--- src/rtl/xswitch_nxn.sv ---
// N x N crossbar: per-output round-robin arbitration into a per-output FIFO.
// Inputs addressed beyond N_PORTS-1 are consumed immediately and flagged on err_addr.
module xswitch_nxn #(
  parameter int N_PORTS    = 4,
  parameter int DATA_W     = 8,
  parameter int FIFO_DEPTH = 4,
  localparam int ADDR_W    = $clog2(N_PORTS)
) (
  input  logic                        clk,
  input  logic                        reset,
  input  logic [N_PORTS*DATA_W-1:0]   data_in,
  input  logic [N_PORTS*ADDR_W-1:0]   addr_in,
  input  logic [N_PORTS-1:0]          valid_in,
  output logic [N_PORTS-1:0]          data_read,
  output logic [N_PORTS*DATA_W-1:0]   data_out,
  output logic [N_PORTS*ADDR_W-1:0]   addr_out,
  output logic [N_PORTS-1:0]          data_rdy,
  input  logic [N_PORTS-1:0]          rcv_rdy,
  output logic [N_PORTS-1:0]          err_addr
);

  localparam int PTR_W = $clog2(FIFO_DEPTH);
  localparam int CNT_W = PTR_W + 1;
  localparam int ENT_W = ADDR_W + DATA_W;
  localparam logic [ADDR_W:0]  N_LIM    = (ADDR_W + 1)'(N_PORTS);
  localparam logic [CNT_W-1:0] FULL_CNT = CNT_W'(FIFO_DEPTH);

  logic [ADDR_W-1:0]  in_addr [N_PORTS];
  logic [N_PORTS-1:0] bad_addr;
  logic [N_PORTS-1:0] req     [N_PORTS];
  logic [N_PORTS-1:0] gnt     [N_PORTS];
  logic [ADDR_W-1:0]  gnt_src [N_PORTS];
  logic [ADDR_W-1:0]  rr_q    [N_PORTS];
  logic [ADDR_W-1:0]  rr_d    [N_PORTS];
  logic [N_PORTS-1:0] full;
  logic [N_PORTS-1:0] push;
  logic [N_PORTS-1:0] err_q;

  genvar gi;
  generate
    for (gi = 0; gi < N_PORTS; gi++) begin : g_in
      assign in_addr[gi]  = addr_in[gi*ADDR_W +: ADDR_W];
      assign bad_addr[gi] = valid_in[gi] && ({1'b0, in_addr[gi]} >= N_LIM);
    end
  endgenerate

  // Per-output cyclic search starting at rr_q[j]; a full FIFO grants nobody.
  always_comb begin : arb
    int                idx;
    logic [ADDR_W-1:0] idx_a;
    logic              found;
    idx   = 0;
    idx_a = '0;
    found = 1'b0;
    for (int j = 0; j < N_PORTS; j++) begin
      for (int i = 0; i < N_PORTS; i++) begin
        req[j][i] = valid_in[i] && (in_addr[i] == ADDR_W'(j));
      end
      gnt[j]     = '0;
      gnt_src[j] = '0;
      rr_d[j]    = rr_q[j];
      found      = 1'b0;
      if (!full[j]) begin
        for (int k = 0; k < N_PORTS; k++) begin
          idx   = (int'(rr_q[j]) + k) % N_PORTS;
          idx_a = ADDR_W'(idx);
          if (!found && req[j][idx_a]) begin
            found          = 1'b1;
            gnt[j][idx_a]  = 1'b1;
            gnt_src[j]     = idx_a;
            rr_d[j]        = ADDR_W'((idx + 1) % N_PORTS);
          end
        end
      end
    end
  end

  always_comb begin
    data_read = bad_addr;
    for (int j = 0; j < N_PORTS; j++) begin
      data_read = data_read | gnt[j];
      push[j]   = reset && (|gnt[j]);
    end
    data_read = data_read & {N_PORTS{reset}};
  end

  always_ff @(posedge clk or negedge reset) begin
    if (!reset) begin
      for (int j = 0; j < N_PORTS; j++) rr_q[j] <= '0;
      err_q <= '0;
    end else begin
      for (int j = 0; j < N_PORTS; j++) rr_q[j] <= rr_d[j];
      err_q <= bad_addr;
    end
  end

  assign err_addr = err_q;

  generate
    for (gi = 0; gi < N_PORTS; gi++) begin : g_fifo
      logic [ENT_W-1:0]  mem [FIFO_DEPTH];
      logic [PTR_W-1:0]  wr_q, wr_d, rd_q, rd_d;
      logic [CNT_W-1:0]  cnt_q, cnt_d;
      logic              pop;
      logic [DATA_W-1:0] wdata;

      assign pop      = (cnt_q != '0) && rcv_rdy[gi];
      assign full[gi] = (cnt_q == FULL_CNT);
      assign wdata    = data_in[int'(gnt_src[gi])*DATA_W +: DATA_W];

      always_comb begin
        wr_d  = wr_q;
        rd_d  = rd_q;
        cnt_d = cnt_q;
        if (push[gi]) wr_d = wr_q + PTR_W'(1);
        if (pop)      rd_d = rd_q + PTR_W'(1);
        case ({push[gi], pop})
          2'b10:   cnt_d = cnt_q + CNT_W'(1);
          2'b01:   cnt_d = cnt_q - CNT_W'(1);
          default: cnt_d = cnt_q;
        endcase
      end

      always_ff @(posedge clk or negedge reset) begin
        if (!reset) begin
          wr_q  <= '0;
          rd_q  <= '0;
          cnt_q <= '0;
        end else begin
          wr_q  <= wr_d;
          rd_q  <= rd_d;
          cnt_q <= cnt_d;
        end
      end

      // Storage needs no reset: the head is masked to zero whenever the count is zero.
      always_ff @(posedge clk) begin
        if (push[gi]) mem[wr_q] <= {gnt_src[gi], wdata};
      end

      assign data_rdy[gi]                   = (cnt_q != '0);
      assign data_out[gi*DATA_W +: DATA_W]  = data_rdy[gi] ? mem[rd_q][DATA_W-1:0]     : '0;
      assign addr_out[gi*ADDR_W +: ADDR_W]  = data_rdy[gi] ? mem[rd_q][ENT_W-1:DATA_W] : '0;
    end
  endgenerate

endmodule

--- config.mk ---
export PLATFORM = sky130hd
export DESIGN_NAME = xswitch_nxn
export DESIGN_NICKNAME = d
export VERILOG_FILES = /design/src/rtl/xswitch_nxn.sv
export SDC_FILE = /design/constraint.sdc
export NUM_CORES = 1
export LEC_CHECK = 0
export CORE_MARGIN = 3
export CORE_UTILIZATION = 43
export CTS_CLUSTER_DIAMETER = 50
export DETAILED_ROUTE_END_ITERATION = 10
export SLEW_MARGIN = 20
export SYNTH_ARGS = -nofsm -noshare
export SYNTH_HDL_FRONTEND = slang
export SYNTH_SLANG_ARGS = --single-unit
--- constraint.sdc ---
create_clock -name clk -period 5.9 [get_ports clk]
set_input_delay 0.59 -clock clk [delete_from_list [all_inputs] [get_ports clk]]
set_output_delay 0.59 -clock clk [all_outputs]
set_load 0.01 [all_outputs]
==> results.sh, run 1 <==
export IMPL_ant_nets=0
export IMPL_path_clk_slew_ps=80
export IMPL_p_leak_nw=4.83
export IMPL_fmax_mhz=206
export IMPL_fin_setup_tns_ps=0
export IMPL_dp_hpwl_mm=19.3
export IMPL_ys_seq_area_frac=0.490
export IMPL_period_needed_ps=4850
export IMPL_grt_pass1_vias=7314
export IMPL_routed_wl_mm=27.0
export IMPL_routed_wl_met2_mm=13.1
export IMPL_slowest_delay_ps=800
export IMPL_worstPathArrival_ps=4260
export IMPL_crit_path_top_delay_cell="dfrtp_1"
export IMPL_ys_flop_type="edfxtp_1"
export IMPL_syn2layout_area_growth_pct=15.4
export IMPL_fp_dieW_um=171
export IMPL_start_util=0.442
export IMPL_crit_path_end_kind="output port"
export IMPL_worst_pin_slew_ps=979
export IMPL_power_switching_mw=3.13
export IMPL_syn_area_um2=11600
export IMPL_wirelength_met1_mm=12.3
export IMPL_power_frac_clock=0.142
export IMPL_clk_insertion_delay_late_ps=430
export IMPL_path_class="reg2out"
export IMPL_clock_path_buffers=2
export IMPL_maxSlewViolCount=0
export IMPL_cts_hold_buf=0
export IMPL_cts_tree="built"
export IMPL_crit_path_cell_trace="inv_2 > ha_1 > nor3_1 > o2111ai_1 > nand3_1 > a221oi_1 > o211ai_1 > o21a_1 > clkdlybuf4s50_1"
export IMPL_status="finished clean"
export IMPL_row_count=59
export IMPL_dr_wl_met3_mm=1.20
export IMPL_clkSinkCount=196
export IMPL_maxCapViolCount=0
export IMPL_numCtsBuffers=17
export IMPL_routed_top_layer="met4"
export IMPL_drive_above_1_share=0.128
export IMPL_initialDrtViolationCount=490
export IMPL_ys_types=79
export IMPL_core_area_um2=26400
export IMPL_synth_seq_cells=196
export IMPL_hold_viol_final=0
export IMPL_internal_power_mw=4.83
export IMPL_drc_errors=0
export IMPL_finalSetupViolCount=0
export IMPL_cts_max_level=4
export IMPL_io_pins=102
export IMPL_finalCritPeriodShare=0.821
export IMPL_grt_pass1_wl_mm=42.3
export IMPL_slew_headroom=0.343
export IMPL_worst_clock_skew_ps=14.3
export IMPL_power_mw=7.96
export IMPL_antenna_cells=0
export IMPL_cp_max_fo=19
export IMPL_gp_congestion=0.884
export IMPL_p_seq_frac=0.330
export IMPL_avgRoutedWirePerCell_um=20.6
export IMPL_drt_pre_antenna_iters=5
export IMPL_dieArea_um2=29100
export IMPL_synth_cells=887
export IMPL_hold_path_class="in2async"
export IMPL_vdd_ir_drop_max_uv=221
export IMPL_synth_edf_count=160
export IMPL_synth_async_reset_ratio=0.184
export IMPL_swShare=0.393
export IMPL_combinationalPowerShare=0.528
export IMPL_grt_max_degree=27
export IMPL_num_vias=7583
export IMPL_yosysWarnings=0
export IMPL_cts_resized_gates=0
export IMPL_grt_util_all_layers=0.188
export IMPL_antenna_found_initial=0
export IMPL_root_buffer="clkbuf_16"
export IMPL_grt_ovfl_total=0
export IMPL_via_per_inst=5.80
export IMPL_numPortBuffers=97
export IMPL_nets=1065
export IMPL_startpoint_type="flop"
export IMPL_cp_data_required_time_ps=5310
export IMPL_post_cts_buffers=0
export IMPL_dieHeight_um=171
export IMPL_power_density_nw_per_um2=592
export IMPL_rsz0062_at_grt="no"
export IMPL_avgSynthCellArea_um2=13.1
[power by group through the flow]
stage / clock network (mW) / registers (mW) / logic (mW)
after floorplan: 0 / 2.42 / 3.07
after global placement: 0 / 2.66 / 4.21
after detailed placement: 0 / 2.67 / 4.23
after CTS: 1.15 / 2.64 / 4.25
after global routing: 1.22 / 2.70 / 4.60
final: 1.13 / 2.62 / 4.20
[path summary, 6_finish.rpt]
check                           slack (ps)            endpoint  cells after the start                from
worst max-delay path                  1050        data_read[3]                      9             rr_q[4]
worst min register to register         490  g_fifo[1].cnt_q[0]                      1  g_fifo[1].cnt_q[0]
worst max register to register        1310  g_fifo[1].cnt_q[2]                     14             rr_q[4]
max in group asynchronous             4930   g_fifo[2].wr_q[1]                      2               reset
worst min-delay path                   140   g_fifo[2].rd_q[1]                      1               reset
min in group clk                       490  g_fifo[1].cnt_q[0]                      1  g_fifo[1].cnt_q[0]
[through the flow]
step                hold slack, ps  instance area [um^2]  worst slack, ps  cells  utilization
detailed placement             483                 12800             1210   1275        0.487
CTS                            152                 13400             1080   1307        0.510
finish                         145                 13400             1050   1307        0.510
global placement               481                 12800             1170   1275        0.487
global route                   157                 13400              783   1307        0.510
floorplan                      294                 11700             2190    890            -
[area by class of cell]
type                    count  area [um^2]
multi-input cells         600         5550
inverters                  41          154
clock inverters            14          160
flip-flops and latches    196         5710
well taps                 335          419
fillers                  2200        12900
repair buffers            103         1010
clock buffers              18          429
[per-layer routing]
layer | vias to the layer above | track usage
met1 | 3815 | 0.270
li1 | 3530 | -
met2 | 209 | 0.301
met4 | 0 | 0.0480
met3 | 29 | 0.0321
met5 | - | 0
[synth_stat cells, drive strengths merged, types with 3 or more instances]
master  number  share of area
a211o        3         0.0023
a211oi       7         0.0060
a21oi       23          0.011
a221o        4         0.0034
a221oi       9         0.0073
a31oi        9         0.0054
a32oi        8         0.0060
a41oi        5         0.0060
and2        65          0.035
and3        10         0.0054
and3b        8         0.0060
buf         30          0.015
clkbuf      23         0.0074
dfrtp       36          0.077
edfxtp     160           0.41
fa           4         0.0069
ha          52          0.056
inv         40          0.013
mux2         4         0.0042
mux2i       81          0.070
mux4        59           0.11
nand2       42          0.014
nand2b       7         0.0038
nand3       18         0.0077
nand3b      10         0.0064
nor2        33          0.011
nor3        11         0.0047
nor3b        4         0.0026
nor4         4         0.0021
o211ai      11         0.0071
o21a         7         0.0045
o21ai       18         0.0077
o22a         5         0.0038
o31ai        3         0.0019
or2          3         0.0016
or3          6         0.0032
or3b         4         0.0030
xnor2       16          0.012
xor2        12         0.0090
[critical path, delay by kind of cell, from the launching register on]
| kind | cells | cell delay [ps] |
|---|---|---|
| compound gates | 4 | 1320 |
| fa+ha+maj | 1 | 570 |
| buf+inv | 2 | 700 |
| flops | 1 | 800 |
| simple gates | 2 | 440 |
[cell families (layout without fill, tap and decap cells)]
logic type               after synthesis  in the layout  share of synthesized area
multiplexers                         144            144                      0.188
adder cells (fa/ha/maj)               56             56                     0.0628
flip-flops                           196            196                      0.490
buffers and inverters                 94            176                     0.0360
XOR/XNOR                              28             28                     0.0211
AND/OR/NAND/NOR                      237            237                      0.115
other                                  1              4                   0.000322
AO/OA/AOI/OAI                        131            131                     0.0873
[placed cells by master, fill, tap and decap left out, types with 33 or more instances in the layout]
cell type        netlist  layout
edfxtp_1             160     160
dfrtp_1               36      36
mux4_2                59      59
nor2_1                33      33
and2_1                64      64
nand2_1               42      42
mux2i_1               81      81
ha_1                  52      52
inv_1                 35      35
clkdlybuf4s50_1        0      96
[state kept, by name (all words and copies together), names as in the netlist]
register / count
rr_q: 8
g_fifo.cnt_q: 12
g_fifo.rd_q: 8
g_fifo.mem: 160
g_fifo.wr_q: 8
No activity file was read; power rests on OpenSTA's default activity.
==> inputs of run 2 (changes only) <==
clock period = 4.5 ns   (was 5.9 ns; I/O delays follow)
==> run 2 against run 1 <==
Sequential power grew 28%. Via count rose by 0.74%. Worst setup slack lost 810 ps. Design area grew 1.5%. Clock skew about the same. Utilization increased by 0.77 points. Flip-flop and latch count did not move. Combinational power rose by 40%. Register-to-register slack lost 750 ps. Die area stayed put. Cell count increased by 1.8%. Clock power up 30%. Largest cell class unchanged.
==> results.sh, run 2 (synthesized netlist as in run 1, its figures left out) <==
export IMPL_post_cts_buffers=0
export IMPL_p_leak_nw=4.96
export IMPL_drive_above_1_share=0.151
export IMPL_crit_path_cell_trace="inv_1 > ha_2 > mux4_2 > nand2b_1 > nor2b_1 > a221oi_1 > o22a_1 > a31oi_1 > buf_4 > clkdlybuf4s50_1"
export IMPL_numPortBuffers=97
export IMPL_cts_hold_buf=0
export IMPL_finalSetupViolCount=0
export IMPL_grt_util_all_layers=0.192
export IMPL_worst_clock_skew_ps=13.9
export IMPL_whs_ps=51.9
export IMPL_via_per_inst=5.74
export IMPL_vdd_ir_drop_max_uv=339
export IMPL_drc_errors=0
export IMPL_slowest_delay_ps=540
export IMPL_io_pins=102
export IMPL_clock_path_buffers=2
export IMPL_grt_max_degree=25
export IMPL_crit_path_top_delay_cell="dfrtp_1"
export IMPL_rr_worst_depth=14
export IMPL_grt_ovfl_total=0
export IMPL_largest_reg_flops=160
export IMPL_path_clk_slew_ps=80
export IMPL_clk_insertion_delay_late_ps=430
export IMPL_antenna_cells=0
export IMPL_worstPathArrival_ps=3810
export IMPL_reg2reg_from="rr_q[5]"
export IMPL_n_fill_cell=2258
export IMPL_period_needed_ps=4260
export IMPL_r2r_end="g_fifo[1].cnt_q[2]"
export IMPL_cp_startpoint="rr_q[5]"
export IMPL_layout_common_cells="edfxtp_1 (160), clkdlybuf4s50_1 (96), mux2i_1 (81), and2_1 (64), mux4_2 (59)"
export IMPL_start_util=0.442
export IMPL_avgRoutedWirePerCell_um=20.4
export IMPL_largest_register="g_fifo.mem"
export IMPL_register_area_um2=5710
export IMPL_dieHeight_um=171
export IMPL_cts_tree="built"
export IMPL_antenna_found_initial=0
export IMPL_nets=1090
export IMPL_final_common_cell="edfxtp_1"
export IMPL_root_buffer="clkbuf_16"
export IMPL_clkSinkCount=196
export IMPL_hold_viol_final=0
export IMPL_rsz0062_at_grt="no"
export IMPL_syn2layout_area_growth_pct=17.1
export IMPL_rrSetupSlack_ps=560
export IMPL_row_count=59
export IMPL_fin_setup_tns_ps=0
export IMPL_ant_nets=0
export IMPL_hold_path_class="in2async"
export IMPL_drt_pre_antenna_iters=5
export IMPL_crit_path_end_kind="output port"
export IMPL_initialDrtViolationCount=598
export IMPL_multi_input_area_um2=5550
export IMPL_gp_congestion=0.851
export IMPL_worst_pin_slew_ps=757
export IMPL_cp_data_required_time_ps=4050
export IMPL_routed_wl_mm=27.1
export IMPL_slew_headroom=0.495
export IMPL_finalCritPeriodShare=0.946
export IMPL_cp_max_fo=11
export IMPL_status="finished clean"
export IMPL_maxSlewViolCount=0
export IMPL_num_vias=7639
export IMPL_maxCapViolCount=0
export IMPL_numCtsBuffers=17
export IMPL_power_density_nw_per_um2=784
export IMPL_fp_dieW_um=171
export IMPL_cts_max_level=4
export IMPL_fmax_mhz=235
export IMPL_grt_pass1_vias=7565
export IMPL_crit_path_end="data_read[0]"
export IMPL_dp_hpwl_mm=19.9
export IMPL_top_regs="g_fifo.mem (160), g_fifo.cnt_q (12)"
export IMPL_grt_pass1_wl_mm=43.4
export IMPL_startpoint_type="flop"
export IMPL_cts_resized_gates=0
export IMPL_core_area_um2=26400
export IMPL_dieArea_um2=29100
export IMPL_path_class="reg2out"
## run 2: cell types whose count changed in the layout (fill, tap and decap cells not counted), sizes merged
| cell | previous run | this run |
|---|---|---|
| buf | 7 | 32 |
| clkinv | 9 | 7 |
| clkbuf | 18 | 17 |
| inv | 46 | 47 |
| clkinvlp | 0 | 1 |
## run 2: cell type report
type                    instances  share of cell area
flip-flops and latches        196               0.418
well taps                     335              0.0307
clock inverters                14              0.0118
multi-input cells             600               0.407
repair buffers                128              0.0897
inverters                      41              0.0113
clock buffers                  17              0.0312
## run 2: where the power goes
part	internal, mW	switching (mW)
registers	2.95	0.403
logic	2.81	3.06
clock network	0.745	0.724
## run 2: worst min path at each step
| stage | endpoint | slack (ps) | cells after the start |
|---|---|---|---|
| global route | g_fifo[0].rd_q[1] | 70 | 1 |
| CTS | g_fifo[0].rd_q[1] | 60 | 1 |
| finish | g_fifo[0].rd_q[1] | 50 | 1 |
| detailed placement | g_fifo[0].cnt_q[2] | 480 | 1 |
| floorplan | g_fifo[0].cnt_q[0] | 150 | 0 |
| global placement | g_fifo[0].cnt_q[2] | 480 | 1 |
## run 2: critical path, delay by kind of cell, from the launching register on
| family | cells | cell delay (ps) |
|---|---|---|
| AO/OA/AOI/OAI | 3 | 570 |
| adder cells (fa/ha/maj) | 1 | 500 |
| buffers and inverters | 3 | 900 |
| flip-flops | 1 | 540 |
| multiplexers | 1 | 430 |
| AND/OR/NAND/NOR | 2 | 450 |
## run 2: through the flow
stage          cells  total power [mW]  setup slack [ps]   util  cell area (um^2)
2_1_floorplan    890              7.19               787      -             11700
3_3_place_gp    1300              9.24               289  0.495             13000
3_5_place_dp    1300              9.29               198  0.495             13000
4_1_cts         1331              10.8               174  0.517             13600
5_1_grt         1331              11.4              22.7  0.517             13600
6_report        1331              10.7               244  0.517             13600
## run 2: layer usage
metal	track usage	wire length [um]	vias to the layer above
li1	-	-	3595
met1	0.277	12600	3856
met2	0.316	13300	170
met3	0.0229	973	18
met4	0.0430	286	0
met5	0	0	-
==> inputs of run 3 (changes only) <==
CORE_UTILIZATION = 59   (was 43)
GPL_ROUTABILITY_DRIVEN = 0   (was not set)
PLACE_DENSITY = 0.81   (was not set)
==> run 3 against run 2 <==
Global-route usage up 6.4 points. Utilization rose by 19 points. Critical endpoint is now data_read[2]. Worst setup slack better by 49 ps. Die area down 26%. Register-to-register slack improved by 50 ps. Total power up 0.82%. Combinational power is essentially flat.
==> results.sh, run 3 (synthesized netlist as in run 1, its figures left out) <==
export IMPL_clk_insertion_delay_late_ps=430
export IMPL_cp_depth=8
export IMPL_clock_path_buffers=2
export IMPL_grt_max_degree=26
export IMPL_fmax_mhz=238
export IMPL_worst_pin_slew_ps=787
export IMPL_largest_register="g_fifo.mem"
export IMPL_layout_common_cells="edfxtp_1 (160), clkdlybuf4s50_1 (96), mux2i_1 (81), and2_1 (64), mux4_2 (59)"
export IMPL_rr_worst_depth=14
export IMPL_drt_pre_antenna_iters=5
export IMPL_dieArea_um2=21500
export IMPL_worst_clock_skew_ps=8.89
export IMPL_r2r_end="g_fifo[2].cnt_q[2]"
export IMPL_p_leak_nw=4.95
export IMPL_placed_area_um2=12900
export IMPL_numPortBuffers=97
export IMPL_syn2layout_area_growth_pct=16.3
export IMPL_cp_max_fo=15
export IMPL_layout_cells_non_filler=1256
export IMPL_grt_ovfl_total=0
export IMPL_rsz0062_at_grt="no"
export IMPL_worstHoldStart="g_fifo[1].cnt_q[2]"
export IMPL_register_area_um2=5710
export IMPL_fp_dieW_um=146
export IMPL_cts_tree="built"
export IMPL_n_fill_cell=1305
export IMPL_period_needed_ps=4210
export IMPL_maxSlewViolCount=0
export IMPL_status="finished clean"
export IMPL_grt_util_all_layers=0.256
export IMPL_slowest_delay_ps=700
export IMPL_whs_ps=499
export IMPL_final_util=0.712
export IMPL_finalSetupViolCount=0
export IMPL_path_class="in2out"
export IMPL_drc_errors=0
export IMPL_num_vias=7938
export IMPL_io_pins=102
export IMPL_crit_path_end_kind="output port"
export IMPL_slew_headroom=0.476
export IMPL_nets=1089
export IMPL_core_area_um2=19000
export IMPL_hold_viol_final=0
export IMPL_crit_family="buffers and inverters"
export IMPL_design_area_um2=13500
export IMPL_start_util=0.612
export IMPL_crit_path_top_delay_cell="mux4_2"
export IMPL_power_density_nw_per_um2=796
export IMPL_routed_wl_mm=27.0
export IMPL_final_common_cell="edfxtp_1"
export IMPL_rrSetupSlack_ps=610
export IMPL_worstPathArrival_ps=3760
export IMPL_cp_common_cell="clkdlybuf4s50_1"
export IMPL_initialDrtViolationCount=651
export IMPL_placed_cells=1223
export IMPL_worst_slack_ps=293
export IMPL_multi_input_area_um2=5550
export IMPL_cp_data_required_time_ps=4050
export IMPL_fin_setup_tns_ps=0
export IMPL_vdd_ir_drop_max_uv=425
export IMPL_dieHeight_um=146
export IMPL_power_mw=10.8
export IMPL_numCtsBuffers=17
export IMPL_post_place_ws_ps=179
export IMPL_startpoint_type="input port"
export IMPL_via_per_inst=6.32
export IMPL_path_clk_slew_ps=70
export IMPL_crit_path_cell_trace="clkdlybuf4s50_1 > nand3b_1 > mux4_2 > nor2b_1 > a221oi_1 > o211ai_1 > o21a_1 > clkdlybuf4s50_1"
export IMPL_hold_end="g_fifo[1].cnt_q[2]"
export IMPL_maxCapViolCount=0
export IMPL_finalCritPeriodShare=0.935
export IMPL_drive_above_1_share=0.151
export IMPL_path_buf_inv=2
export IMPL_top_regs="g_fifo.mem (160), g_fifo.cnt_q (12)"
export IMPL_reg2reg_from="rr_q[2]"
export IMPL_antenna_found_initial=0
export IMPL_dp_hpwl_mm=18.9
export IMPL_grt_pass1_wl_mm=43.4
export IMPL_cts_max_level=4
export IMPL_min_path_cells=1
export IMPL_row_count=50
export IMPL_hold_path_class="reg2reg"
export IMPL_largest_reg_flops=160
export IMPL_root_buffer="clkbuf_16"
export IMPL_avgRoutedWirePerCell_um=21.5
export IMPL_grt_pass1_vias=7870
export IMPL_clkSinkCount=196
export IMPL_ant_nets=0
export IMPL_antenna_cells=0
## run 3: cell types whose count changed in the layout (fill, tap and decap cells not counted), sizes merged
cell         delta
buf             -2
clkbuf          +1
clkinvlp        -1
dlygate4sd3     +1
inv             +1
## run 3: cell type report
class	count	share of cell area
clock inverters	14	0.0133
well taps	260	0.0240
multi-input cells	600	0.410
flip-flops and latches	196	0.422
inverters	41	0.0114
repair buffers	127	0.0882
clock buffers	18	0.0317
## run 3: where the power goes
part           internal [mW]  switching (mW)  total, mW
Sequential              2.95           0.442       3.39
Combinational           2.78            3.09       5.87
Clock                  0.761           0.754       1.52
Total                   6.49            4.28       10.8
## run 3: timing repair
action | 4_1_cts | 5_1_grt
hold endpoints to repair | 13 | 0
hold buffers | 1 | 0
buffers inserted | 0 | 0
endpoints found under the setup margin | 0 | 2
gates resized for setup | 0 | 3
## run 3: worst max-delay path by stage
stage                           from            endpoint
final                     addr_in[5]        data_read[2]
after global routing         rr_q[5]        data_read[0]
after CTS                    rr_q[5]        data_read[0]
after detailed placement  addr_in[4]  g_fifo[1].cnt_q[2]
after global placement    addr_in[5]  g_fifo[1].cnt_q[2]
after floorplan              rr_q[7]  g_fifo[0].cnt_q[2]
## run 3: per-layer routing
metal	routed length, um	track usage
met5	0	0
met1	11100	0.342
met2	13700	0.437
met3	1520	0.0379
met4	762	0.0833
==> variant 1: new RTL, flow settings as in run 2 <==
`DATA_W`: 8 -> 10.
--- a/src/rtl/xswitch_nxn.sv
+++ b/src/rtl/xswitch_nxn.sv
@@ -2,7 +2,7 @@
 // Inputs addressed beyond N_PORTS-1 are consumed immediately and flagged on err_addr.
 module xswitch_nxn #(
   parameter int N_PORTS    = 4,
-  parameter int DATA_W     = 8,
+  parameter int DATA_W     = 10,
   parameter int FIFO_DEPTH = 4,
   localparam int ADDR_W    = $clog2(N_PORTS)
 ) (
Ports: changed (resized data_in and data_out); port bits go from 102 to 118. No check against the original RTL was run, so the function may have changed too.
==> variant 1 against run 2 <==
  * Wire length rose by 20%
  * Critical path depth rose by 1
  * Register-to-register slack improved by 0.06 ns
  * Worst setup slack got worse by 0.021 ns
  * Cell area rose by 17%
  * Total power rose by 17%
  * Area after synthesis rose by 14%
  * Count of clock-buffer cells in the layout rose by 20
  * Sequential cell count rose by 32
==> variant 1: results (changes against run 2) <==
INFO  metric final_cell_count_no_fill = 1554 (+17%)
INFO  metric run_status = finished clean
INFO  metric synth_enable_flop_cells = 192 (+20%)
INFO  metric max_clock_freq = 234 MHz (-0.50%)
INFO  metric clockBufferDepth = 3 (+1)
INFO  metric grt.met1_usage = 28.7% (+0.97 points)
INFO  metric yosysSeqAreaShare = 50.2% (+1.2 points)
INFO  metric post_synth_instance_area = 13300 um2 (+14%)
INFO  metric numCtsBuffers = 27 (+10)
INFO  metric routed-via-count = 8830 (+16%)
INFO  metric multi_input_area_share = 39.0% (-1.7 points)
INFO  metric reg2regPathDepth = 16 (+2)
INFO  metric p_clk = 2.14 mW (+46%)
INFO  metric power.leakage = 5.78 nW (+17%)
INFO  metric proportion_of_cell_area_spent_on_the_clock_network = 5.53% (+1.2 points)
INFO  metric finalNetCount = 1259 (+16%)
INFO  metric met3RoutedLength = 1610 um (+66%)
INFO  metric non_clock_buffer_share_of_cell_area = 9.78% (+0.80 points)
INFO  metric n_clock_buffer = 37 (+20)
INFO  metric numPortBuffers = 113 (+16%)
INFO  metric multiInputCombCellCount = 681 (+14%)
INFO  metric worstPathArrival = 3.83 ns (+0.02 ns)
INFO  metric r2r-end = g_fifo[2].cnt_q[2]
INFO  metric power_frac_seq = 30.6% (-0.7 points)
INFO  metric reg_top3 = g_fifo.mem: 192 flops, g_fifo.cnt_q: 12 flops
INFO  metric fillers = 2528 (+12%)
INFO  metric postPlaceCellArea = 15100 um2 (+16%)
INFO  metric cts-htree-levels = 1 (-3)
INFO  metric fraction_of_area_in_registers = 41.7% (-0.097 points)
INFO  metric min-delay-path-class = reg2reg
INFO  metric cpLargestDelayFamily = compound AO/OA/AOI/OAI gates
INFO  metric drt_first_iter_violations = 704 (+18%)
INFO  metric synth_area_leaders = sky130_fd_sc_hd__edfxtp_1 (43%), sky130_fd_sc_hd__mux4_2 (12%), sky130_fd_sc_hd__mux2i_1 (8.2%)
[variant 1: worst min path at each step]
stage                       startpoint                 end  slack (ns)  cells after the start
floorplan                        reset  g_fifo[0].cnt_q[0]        0.15                      0
global placement                 reset             rr_q[1]        0.48                      1
global route        g_fifo[3].cnt_q[0]  g_fifo[3].cnt_q[0]        0.51                      1
detailed placement  g_fifo[1].cnt_q[2]  g_fifo[1].cnt_q[2]        0.48                      1
finish              g_fifo[3].cnt_q[0]  g_fifo[3].cnt_q[0]        0.50                      1
CTS                 g_fifo[3].cnt_q[0]  g_fifo[3].cnt_q[0]        0.50                      1
[variant 1: cell families (layout without fill, tap and decap cells)]
family	count (synthesis)	in the layout	share of synthesized area (%)
adders and majority gates	56	56	5.50
and+or+nand+nor	263	263	10.9
other	1	4	0.0282
buffers and inverters	100	255	3.35
DFF	228	228	50.2
xor gates and xnor gates	28	28	1.85
muxes	184	184	20.6
AOI/OAI and AO/OA	146	146	7.53
==> variant 2: new RTL, config.mk and constraints of run 2 <==
Made on the original files. Remove the register `err_q`: a continuous assignment takes its place, so the output `err_addr` follows one clock earlier.
--- a/src/rtl/xswitch_nxn.sv
+++ b/src/rtl/xswitch_nxn.sv
@@ -87,12 +87,12 @@
   always_ff @(posedge clk or negedge reset) begin
     if (!reset) begin
       for (int j = 0; j < N_PORTS; j++) rr_q[j] <= '0;
-      err_q <= '0;
     end else begin
       for (int j = 0; j < N_PORTS; j++) rr_q[j] <= rr_d[j];
-      err_q <= bad_addr;
     end
   end
+
+  assign err_q = bad_addr;
 
   assign err_addr = err_q;
 
Function: not settled (the Yosys comparison gave no result); the edit may change what the design does.
==> variant 2 against run 2 <==
  * Sequential power shrank 4%
  * Die area grew 1.2%
  * Wire length grew 0.65%
  * Area after synthesis grew 1.3%
  * Fmax grew 1.1%
  * Sequential cell count is the same
  * Sequential share of layout area shrank 0.17 points
  * Worst setup slack gained 0.045 ns
  * Cell area grew 0.44%
  * Total power shrank 4.2%
  * Utilization shrank 0.062 points
  * Critical endpoint is now data_read[2]
  * Largest cell class unchanged
==> variant 2: results (changes against run 2) <==
INFO  metric run_status = finished clean
INFO  metric routed_wirelength = 27300 um (+0.65%)
INFO  metric endpoint = data_read[2]
INFO  metric r2r-end = g_fifo[2].cnt_q[2]
INFO  metric muxShareOfSynthArea = 19.2% (+0.38 points)
INFO  metric synth_area_leaders = sky130_fd_sc_hd__edfxtp_1 (41%), sky130_fd_sc_hd__mux4_2 (9.6%), sky130_fd_sc_hd__mux2i_1 (8.8%)
INFO  metric timing_worst_slew_pin_value = 0.743 ns (-0.0136 ns)
INFO  metric yosysSeqAreaShare = 48.4% (-0.61 points)
INFO  metric worstPathArrival = 3.76 ns (-0.05 ns)
INFO  metric timing.rr.start = rr_q[3]
INFO  metric crit_path_top_delay_cell = sky130_fd_sc_hd__a221oi_1
INFO  metric reg2regPathDepth = 15 (+1)
INFO  metric drt_first_iter_violations = 566 (-5.4%)
INFO  metric post_synth_xor_area_fraction = 2.08% (-0.026 points)
INFO  metric avgViaCountPerCell = 5.72 (-0.33%)
INFO  metric grt_first_pass_wirelength = 43200 um (-0.67%)
INFO  metric clkTransAtPathRegs = 0.08 ns (about the same)
INFO  metric max_clock_freq = 237 MHz (+1.1%)
INFO  metric power.leakage = 4.99 nW (+0.66%)
INFO  metric vdd_ir_drop_max = 0.313 mV (-7.7%)
INFO  metric grt_start_max_net_pins = 27 (+8.0%)
INFO  metric synth_cell_types = 79 (unchanged)
INFO  metric finalNetCount = 1117 (+2.5%)
INFO  metric post_cts_setup_bufs = 0 (unchanged)
INFO  metric place.gp.congestion = 0.864 (+1.6%)
INFO  metric global_route.usage.total = 18.9% (-0.32 points)
INFO  metric timing.clock.skew = 0.0167 ns (+0.00278 ns)
INFO  metric layout-drive-gt1-share = 13.7% (-1.4 points)
INFO  metric area_fraction_in_compound_gates_after_synthesis = 8.89% (+0.17 points)
INFO  metric initial_antenna_violation_count = 0 (unchanged)
INFO  metric post_synth_fa_ha_maj_area_fraction = 6.20% (-0.078 points)
INFO  metric cpLargestDelayFamily = compound AO/OA/AOI/OAI gates
INFO  metric setup.reg_to_reg.worst_slack = 0.68 ns (+0.12 ns)
INFO  metric reg_top3 = g_fifo.mem: 160 flops, g_fifo.cnt_q: 12 flops
INFO  metric dp_hpwl = 19600 um (-1.4%)
INFO  metric preCtsSetupSlack = 0.353 ns (+0.155 ns)
INFO  metric netlist_top_cells_count = sky130_fd_sc_hd__edfxtp_1 (160), sky130_fd_sc_hd__mux2i_1 (104), sky130_fd_sc_hd__and2_1 (63)
INFO  metric numCtsBuffers = 17 (unchanged)
INFO  metric grt_pass1_vias = 7771 (+2.7%)
INFO  metric first_pass_iters = 7 (+2)
-- variant 2: per-layer routing --
metal / vias to the layer above / wire length, um / GRT usage (%)
met1: 3868 / 12800 / 26.4
li1: 3693 / - / -
met5: - / 0 / 0
met2: 192 / 13200 / 31.5
met3: 21 / 1000 / 2.69
met4: 0 / 323 / 4.44
-- variant 2: report_power, final --
part	internal [mW]	switching (mW)
Sequential	2.82	0.402
Clock	0.795	0.717
Combinational	2.60	2.90
-- variant 2: per-stage QoR --
step / cell area [um2] / cells
detailed placement: 13100 / 1327
global route: 13700 / 1359
CTS: 13700 / 1359
finish: 13700 / 1359
global placement: 13100 / 1327
floorplan: 11800 / 926
-- variant 2: final cells by class --
class / count / area, um2
sequential: 196 / 5710
clock inverter: 14 / 163
multi-input combinational: 630 / 5660
fill: 2279 / 12800
clock buffer: 18 / 429
tap: 335 / 419
timing repair buffer: 122 / 1150
inverter: 44 / 165
-- variant 2: how the worst min path moves through the flow --
stage                     cells past startpoint            endpoint               start  slack [ns]
final                                         1             rr_q[5]               reset        0.04
after global routing                          1             rr_q[5]               reset        0.05
after CTS                                     1             rr_q[5]               reset        0.04
after detailed placement                      1  g_fifo[3].cnt_q[2]  g_fifo[3].cnt_q[2]        0.48
after global placement                        1  g_fifo[0].cnt_q[2]  g_fifo[0].cnt_q[2]        0.47
after floorplan                               0  g_fifo[0].cnt_q[0]               reset        0.15
-- variant 2: what timing repair did --
action,CTS,global route
gates resized for setup,0,4
hold buffers,0,0
endpoints found under the setup margin,0,3
-- variant 2: cells by family after synthesis --
| group | after synthesis |
|---|---|
| muxes | 162 |
| buffers and inverters | 100 |
| and+or+nand+nor | 238 |
| other | 1 |
| xor gates and xnor gates | 28 |
| AOI/OAI and AO/OA | 142 |
| adders and majority gates | 56 |
| DFF | 196 |
